**src/rtl/ibuffer_issue_arb.sv**
```systemverilog
// ibuffer_issue_arb: reader side of the per-warp instruction buffers.
// Picks one eligible warp per cycle, round-robin from the warp after the
// last one issued. The winner is forwarded through one registered output
// stage together with its warp index.
// Optional stall performance counter: define IBUF_ARB_PERF_EN.
//
// Handshake: a transfer happens on a rising edge where valid and ready are
// both high. On the ibuffer side ibuf_ready[w] is the pop, and it is
// asserted only for the granted warp. On the output side out_valid, once
// high, holds out_data/out_wid stable until out_ready accepts them.
module ibuffer_issue_arb #(
    parameter int NUM_WARPS  = 4,
    parameter int DATAW      = 64,
    parameter int WIDW       = (NUM_WARPS > 1) ? $clog2(NUM_WARPS) : 1,
    parameter int PERF_CTR_W = 44
) (
    input  logic                       clk,
    input  logic                       reset,
    input  logic [NUM_WARPS-1:0]       ibuf_valid,
    input  logic [NUM_WARPS*DATAW-1:0] ibuf_data,
    output logic [NUM_WARPS-1:0]       ibuf_ready,
    input  logic [NUM_WARPS-1:0]       warp_stall,
    output logic                       out_valid,
    output logic [DATAW-1:0]           out_data,
    output logic [WIDW-1:0]            out_wid,
    input  logic                       out_ready
`ifdef IBUF_ARB_PERF_EN
    ,
    output logic [PERF_CTR_W-1:0]      perf_stalls
`endif
);

    logic [NUM_WARPS-1:0] elig;
    logic [NUM_WARPS-1:0] grant;
    logic [WIDW-1:0]      grant_idx;
    logic [WIDW-1:0]      scan_idx;
    logic                 found;
    logic                 load;
    logic                 pop;
    logic [WIDW-1:0]      rr_ptr;
    logic [DATAW-1:0]     sel_data;

    assign elig = ibuf_valid & ~warp_stall;

    // Round-robin scan starting one past the last issued warp, wrapping.
    always_comb begin
        grant     = '0;
        grant_idx = '0;
        scan_idx  = '0;
        found     = 1'b0;
        for (int i = 1; i <= NUM_WARPS; i++) begin
            scan_idx = WIDW'((int'(rr_ptr) + i) % NUM_WARPS);
            if (!found && elig[scan_idx]) begin
                found           = 1'b1;
                grant[scan_idx] = 1'b1;
                grant_idx       = scan_idx;
            end
        end
    end

    // The output stage may load when empty or when its content is accepted.
    assign load       = ~out_valid | out_ready;
    assign pop        = load & found;
    assign ibuf_ready = load ? grant : '0;
    assign sel_data   = ibuf_data[int'(grant_idx)*DATAW +: DATAW];

    // Output register: valid follows the grant; payload/index only on a pop.
    always_ff @(posedge clk or negedge reset) begin
        if (!reset) begin
            out_valid <= 1'b0;
            out_data  <= '0;
            out_wid   <= '0;
        end else if (load) begin
            out_valid <= found;
            if (found) begin
                out_data <= sel_data;
                out_wid  <= grant_idx;
            end
        end
    end

    // Rotation pointer moves only when an instruction actually leaves the ibuffer.
    always_ff @(posedge clk or negedge reset) begin
        if (!reset) begin
            rr_ptr <= WIDW'(NUM_WARPS - 1);
        end else if (pop) begin
            rr_ptr <= grant_idx;
        end
    end

`ifdef IBUF_ARB_PERF_EN
    // Count cycles where some warp has an instruction but none is popped.
    always_ff @(posedge clk or negedge reset) begin
        if (!reset) begin
            perf_stalls <= '0;
        end else if ((|ibuf_valid) && !pop) begin
            perf_stalls <= perf_stalls + 1'b1;
        end
    end
`endif

`ifndef SYNTHESIS
    // At most one ibuffer is popped per cycle.
    a_ready_onehot0 : assert property (@(posedge clk) disable iff (!reset)
        $onehot0(ibuf_ready));

    // A held output does not change until it is accepted.
    a_out_stable : assert property (@(posedge clk) disable iff (!reset)
        (out_valid && !out_ready) |=>
            ($stable(out_valid) && $stable(out_data) && $stable(out_wid)));
`endif

endmodule

```
**config.mk**
```make
export PLATFORM = sky130hd
export DESIGN_NAME = ibuffer_issue_arb
export DESIGN_NICKNAME = d
export VERILOG_FILES = /design/src/rtl/ibuffer_issue_arb.sv
export SDC_FILE = /design/constraint.sdc
export NUM_CORES = 1
export LEC_CHECK = 0
export BUFFER_PORTS_ARGS = -buffer_cell sky130_fd_sc_hd__buf_4
export CORE_ASPECT_RATIO = 0.5
export CORE_MARGIN = 1.5
export CORE_UTILIZATION = 52
export CTS_CLUSTER_DIAMETER = 30
export CTS_CLUSTER_SIZE = 20
export DETAILED_ROUTE_END_ITERATION = 10
export GPL_ROUTABILITY_DRIVEN = 0
export HOLD_SLACK_MARGIN = 0.12
export PLACE_DENSITY = 0.95
export SYNTH_ARGS = -nofsm -noshare
export SYNTH_HDL_FRONTEND = slang
export SYNTH_SLANG_ARGS = --single-unit
export TNS_END_PERCENT = 100
```
**constraint.sdc**
```tcl
create_clock -name clk -period 9.3 [get_ports clk]
set_clock_uncertainty 0.1 [all_clocks]
set_input_delay 0.93 -clock clk [delete_from_list [all_inputs] [get_ports clk]]
set_output_delay 0.93 -clock clk [all_outputs]
set_load 0.1 [all_outputs]
```
Yosys cells after proc, flatten, opt, wreduce, memory -nomap -nowiden
Cells that the tools add are included.
- add/sub/neg operators: 4
- $lt $le $gt $ge: 8
- shift operators: 1
- muxes and demuxes: 29
- bitwise operators: 8
- reduce and logical (&&, ||, !) cells: 11
- operators with widths (cell ; number):
    256-bit by 9-bit variable part select with 64-bit output ; 1
    4-bit 2-to-1 mux ; 5
    2-bit by 3-bit less-than comparator with 1-bit output, second input constant ; 4
    1-bit 2-to-1 mux ; 12
    4-bit bitwise OR ; 3
    1-bit binary-select mux with 2-bit select ; 4
    1-bit demux with 2-bit select ; 4
    2-bit by 1-bit >= comparator with 1-bit output, second input constant ; 4
    2-bit 2-to-1 mux ; 4
    1-bit logical AND ; 7
    2-bit by 1-bit adder with 2-bit output, second input constant ; 2
    2-bit adder, second input constant ; 2
    4-bit bitwise AND ; 1
    4-bit NOT ; 1
    1-bit zero test ; 3
    2-bit AND reduction ; 1
    1-bit bitwise AND ; 1
    1-bit NOT ; 1
    1-bit bitwise OR ; 1
- register bits after elaboration: 69
- input port bits: 267
- output and inout port bits: 71
- logic and storage cells: 65

Longest topological paths before layout
- word-level depth: 15
- gate-level depth with buffers: 13
- gate-level depth less buffers: 8

Least setup slack after synthesis
No wires, ideal clock.
- kind: register to output
- start point: register rr_ptr[0]
- end point: output ibuf_ready[0]
- arrival: 4.139 ns
- required time: 8.270 ns
- setup slack: 4.131 ns
- stages on the path, launching flop included: 13
- path buffers: 5
- cells stage by stage: dfstp_2 buf_2 clkbuf_1 inv_1 ha_1 clkbuf_1 nor4bb_1 a31oi_1 o221a_4 buf_6 buf_6 a222oi_1 a21oi_1
- word-level cells in the longest chain between the ends: 14
- elaborated cells on any way between the ends: 49
- classes of those cells: add/sub (4); order compare (8); mux (24); bitwise (3); reduce/logical (10)
- RTL lines (what ; line ; RTL):
    from (decl) ; 40 ; logic [WIDW-1:0] rr_ptr;
    from (signal assigned) ; 85 ; rr_ptr <= WIDW'(NUM_WARPS - 1);
    from (signal assigned) ; 87 ; rr_ptr <= grant_idx;
    branches (longest 12 deep; another with 2-bit by 3-bit less-than comparator with 1-bit output) ; -- ;
    4-bit 2-to-1 mux (*) ; 53 ; if (!found && elig[scan_idx]) begin
    4-bit 2-to-1 mux (*) ; 64 ; assign ibuf_ready = load ? grant : '0;
    to (decl) ; 21 ; output logic [NUM_WARPS-1:0] ibuf_ready,
Mark *: on every way between the ends. The select of a mux whose other input is x is not followed.

Worst setup path after layout
- start point: register rr_ptr[0]
- end point: output ibuf_ready[1]
The elaborated chain is that of the path after synthesis.

==> qor.txt <==
Setup tns final - 0 ps
Core area - 13550 um^2
Cts repair resizes - 0
RSZ-0062 raised after global routing - false
Drt total wl - 31590 um
WP data required - 8270 ps
Die Wd - 169.5 um
Die Area - 14620 um^2
R2r startpoint - rr_ptr[0]$_DFFE_PN1P_
Port buffer count - 337
Largest net degree at the start of global routing - 111
N_diodes - 0
CTS tree - built
Layout cells sized above 1 - 32.53%
#FFs+latches synth - 69
Synth Area per Inst - 7.818 um^2
Status - finished, final reports clean
I/O pin total - 338
Vias in the first global route - 9895
Layout fillers - 1034
Maximum vdd drop - 0.3832 mV
DRC Markers - 0
Final-stage net count - 1438
Root Buffer - clkbuf_16
Final HPWL DP - 19620 um
CP endpoint kind - output pin
Gr usage total - 40.85%
DR vias/cell - 7.396
DRT iter0 DRCs - 1538
Post-route antenna net violation count - 0
Row count - 30
Hold Crit Start - out_wid[0]$_DFFE_PN0P_
Min-delay worst type - reg -> reg
Die H - 86.25 um
Area post-placement - 9592 um^2
Starting Density - 53.19%
Rel. slew slack - 12.57%
Final min period - 4954 ps
Crit share post-route - 53.27%
CP Launch Point - rr_ptr[0]$_DFFE_PN1P_
Vias - 10060
Crit-path max FO - 84
Clk sinks - 69
# setup viols final - 0
Wire length per cell - 23.23 um
Worst-path clk slew - 60 ps
Pwr dens - 387.1 nW/um^2
Pre-antenna DRT Iters - 7
Post-Syn Area - 7208 um^2
Worst slew pin tran - 1307 ps
First-pass GRT wire length - 48340 um
P_leak - 3.836 nW
Synth Flop Type - dfrtp_1
Maxcap violations - 0
Num CTS Buffers - 9
Netlist cell types - 44
Yosys warnings - 0
Cells after synthesis - 922
CTS H-tree depth - 3
Worst skew pair latency - 330 ps
Post-layout instance area - 9854 um^2
Sequential-to-total area share from yosys stat - 23.99%
Max Slew Vio Count - 0
Setup CP Type - reg -> out
Worst setup SP type - flop
Global route overflow - 0
CP Data Arrival Time - 3920 ps
FFs w/ async S/R, synth - 100.0%
Most common cell after layout, fill and taps aside - buf_4
Syn_nets - 1197
Clock tree buffer depth - 2
Hold_buf cts - 0
Initial antenna violation count - 0
Final hold violations - 0
Max Fclk - 201.9 MHz
Post-synth EDFFs - 0
Post-CTS Setup Bufs - 0
Most frequent cells in the layout - buf_4, o21ai_0, nor2_1
Area added between synthesis and finish - 36.71%
==> area by class of cell <==
class	count	area [um^2]	share of cell area, %
clock inverters	5	30.03	0.3047
multi-input cells	729	4976	50.50
well taps	192	240.2	2.438
inverters	3	11.26	0.1143
flip-flops and latches	69	1729	17.55
clock buffers	11	232.7	2.362
repair buffers	351	2635	26.74
==> logic make-up after synthesis <==
| group | share of synthesized area [%] |
|---|---|
| simple gates | 22.88 |
| mux | 0.2777 |
| compound gates | 43.24 |
| flops | 23.99 |
| fa+ha+maj | 1.389 |
| buf+inv | 8.228 |
==> state kept, by name (all words and copies together) (netlist names) <==
register,cells
out_wid,2
out_data,64
out_valid,1
rr_ptr,2
==> worst paths after layout <==
| kind | endpoint | slack, ps | depth (start not counted) |
|---|---|---|---|
| max reg2reg | out_data[30]$_DFFE_PN0P_ | 4500 | 8 |
| min in group asynchronous | out_data[16]$_DFFE_PN0P_ | 640 | 1 |
| min | out_wid[0]$_DFFE_PN0P_ | 410 | 2 |
| min reg2reg | out_wid[0]$_DFFE_PN0P_ | 410 | 2 |
| max in group asynchronous | out_data[4]$_DFFE_PN0P_ | 7760 | 1 |
| max | ibuf_ready[1] | 4350 | 7 |
==> report_power, final <==
part	switching (mW)	total, mW	internal [mW]	leakage [nW]
sequential	0.127	0.569	0.442	0.736
combinational	2.17	2.92	0.752	2.97
clock	0.143	0.323	0.180	0.125
==> per-layer routing <==
layer,global-route usage [%],vias up,part of all wire [%]
li1,-,4226,-
met1,49.40,4644,37
met2,66.48,954,45
met3,9.817,235,12
met4,26.07,0,5.7
met5,0,-,0
==> cells in the mapped netlist, drive strengths merged (2+ instances only) <==
| master | n | area share, % |
|---|---|---|
| o21ai | 74 | 5.3 |
| clkbuf | 68 | 3.6 |
| nor2 | 68 | 3.5 |
| dfrtp | 67 | 23 |
| nand3 | 66 | 4.6 |
| a211oi | 65 | 6.8 |
| o22ai | 65 | 5.6 |
| a211o | 64 | 7.8 |
| a21boi | 64 | 6.7 |
| a311oi | 64 | 7.8 |
| nand3b | 64 | 6.7 |
| nor4 | 64 | 5.6 |
| buf | 53 | 4.4 |
| ha | 8 | 1.4 |
| nor3 | 8 | 0.62 |
| a21oi | 7 | 0.49 |
| nand2 | 7 | 0.36 |
| nand2b | 6 | 0.52 |
| a31oi | 5 | 0.52 |
| nor2b | 5 | 0.43 |
| a222oi | 4 | 0.56 |
| inv | 3 | 0.16 |
| nand4 | 3 | 0.26 |
| o211a | 3 | 0.42 |
| dfstp | 2 | 0.73 |
| mux2i | 2 | 0.28 |
| o211ai | 2 | 0.28 |
| o31ai | 2 | 0.21 |
==> worst max-delay path: stages (launching register included) <==
cell	delay, ps
dfstp_2	530
buf_4	790
nand2_1	150
o22ai_1	490
o221a_4	890
a222oi_1	210
a21oi_1	190
buf_4	310
==> stage by stage <==
stage	total power, mW	std cells	utilization [%]	setup WS [ps]	hold slack (ps)
5_1_grt	3.942	1360	72.72	4152	429.1
6_report	3.815	1360	72.72	4346	413.5
3_5_place_dp	3.408	1344	70.78	4733	395.3
2_1_floorplan	2.751	922	-	4131	534.4
3_3_place_gp	3.340	1344	70.78	4819	390.6
4_1_cts	3.739	1360	72.72	4446	407.1
(Power assumes the default switching activity.)
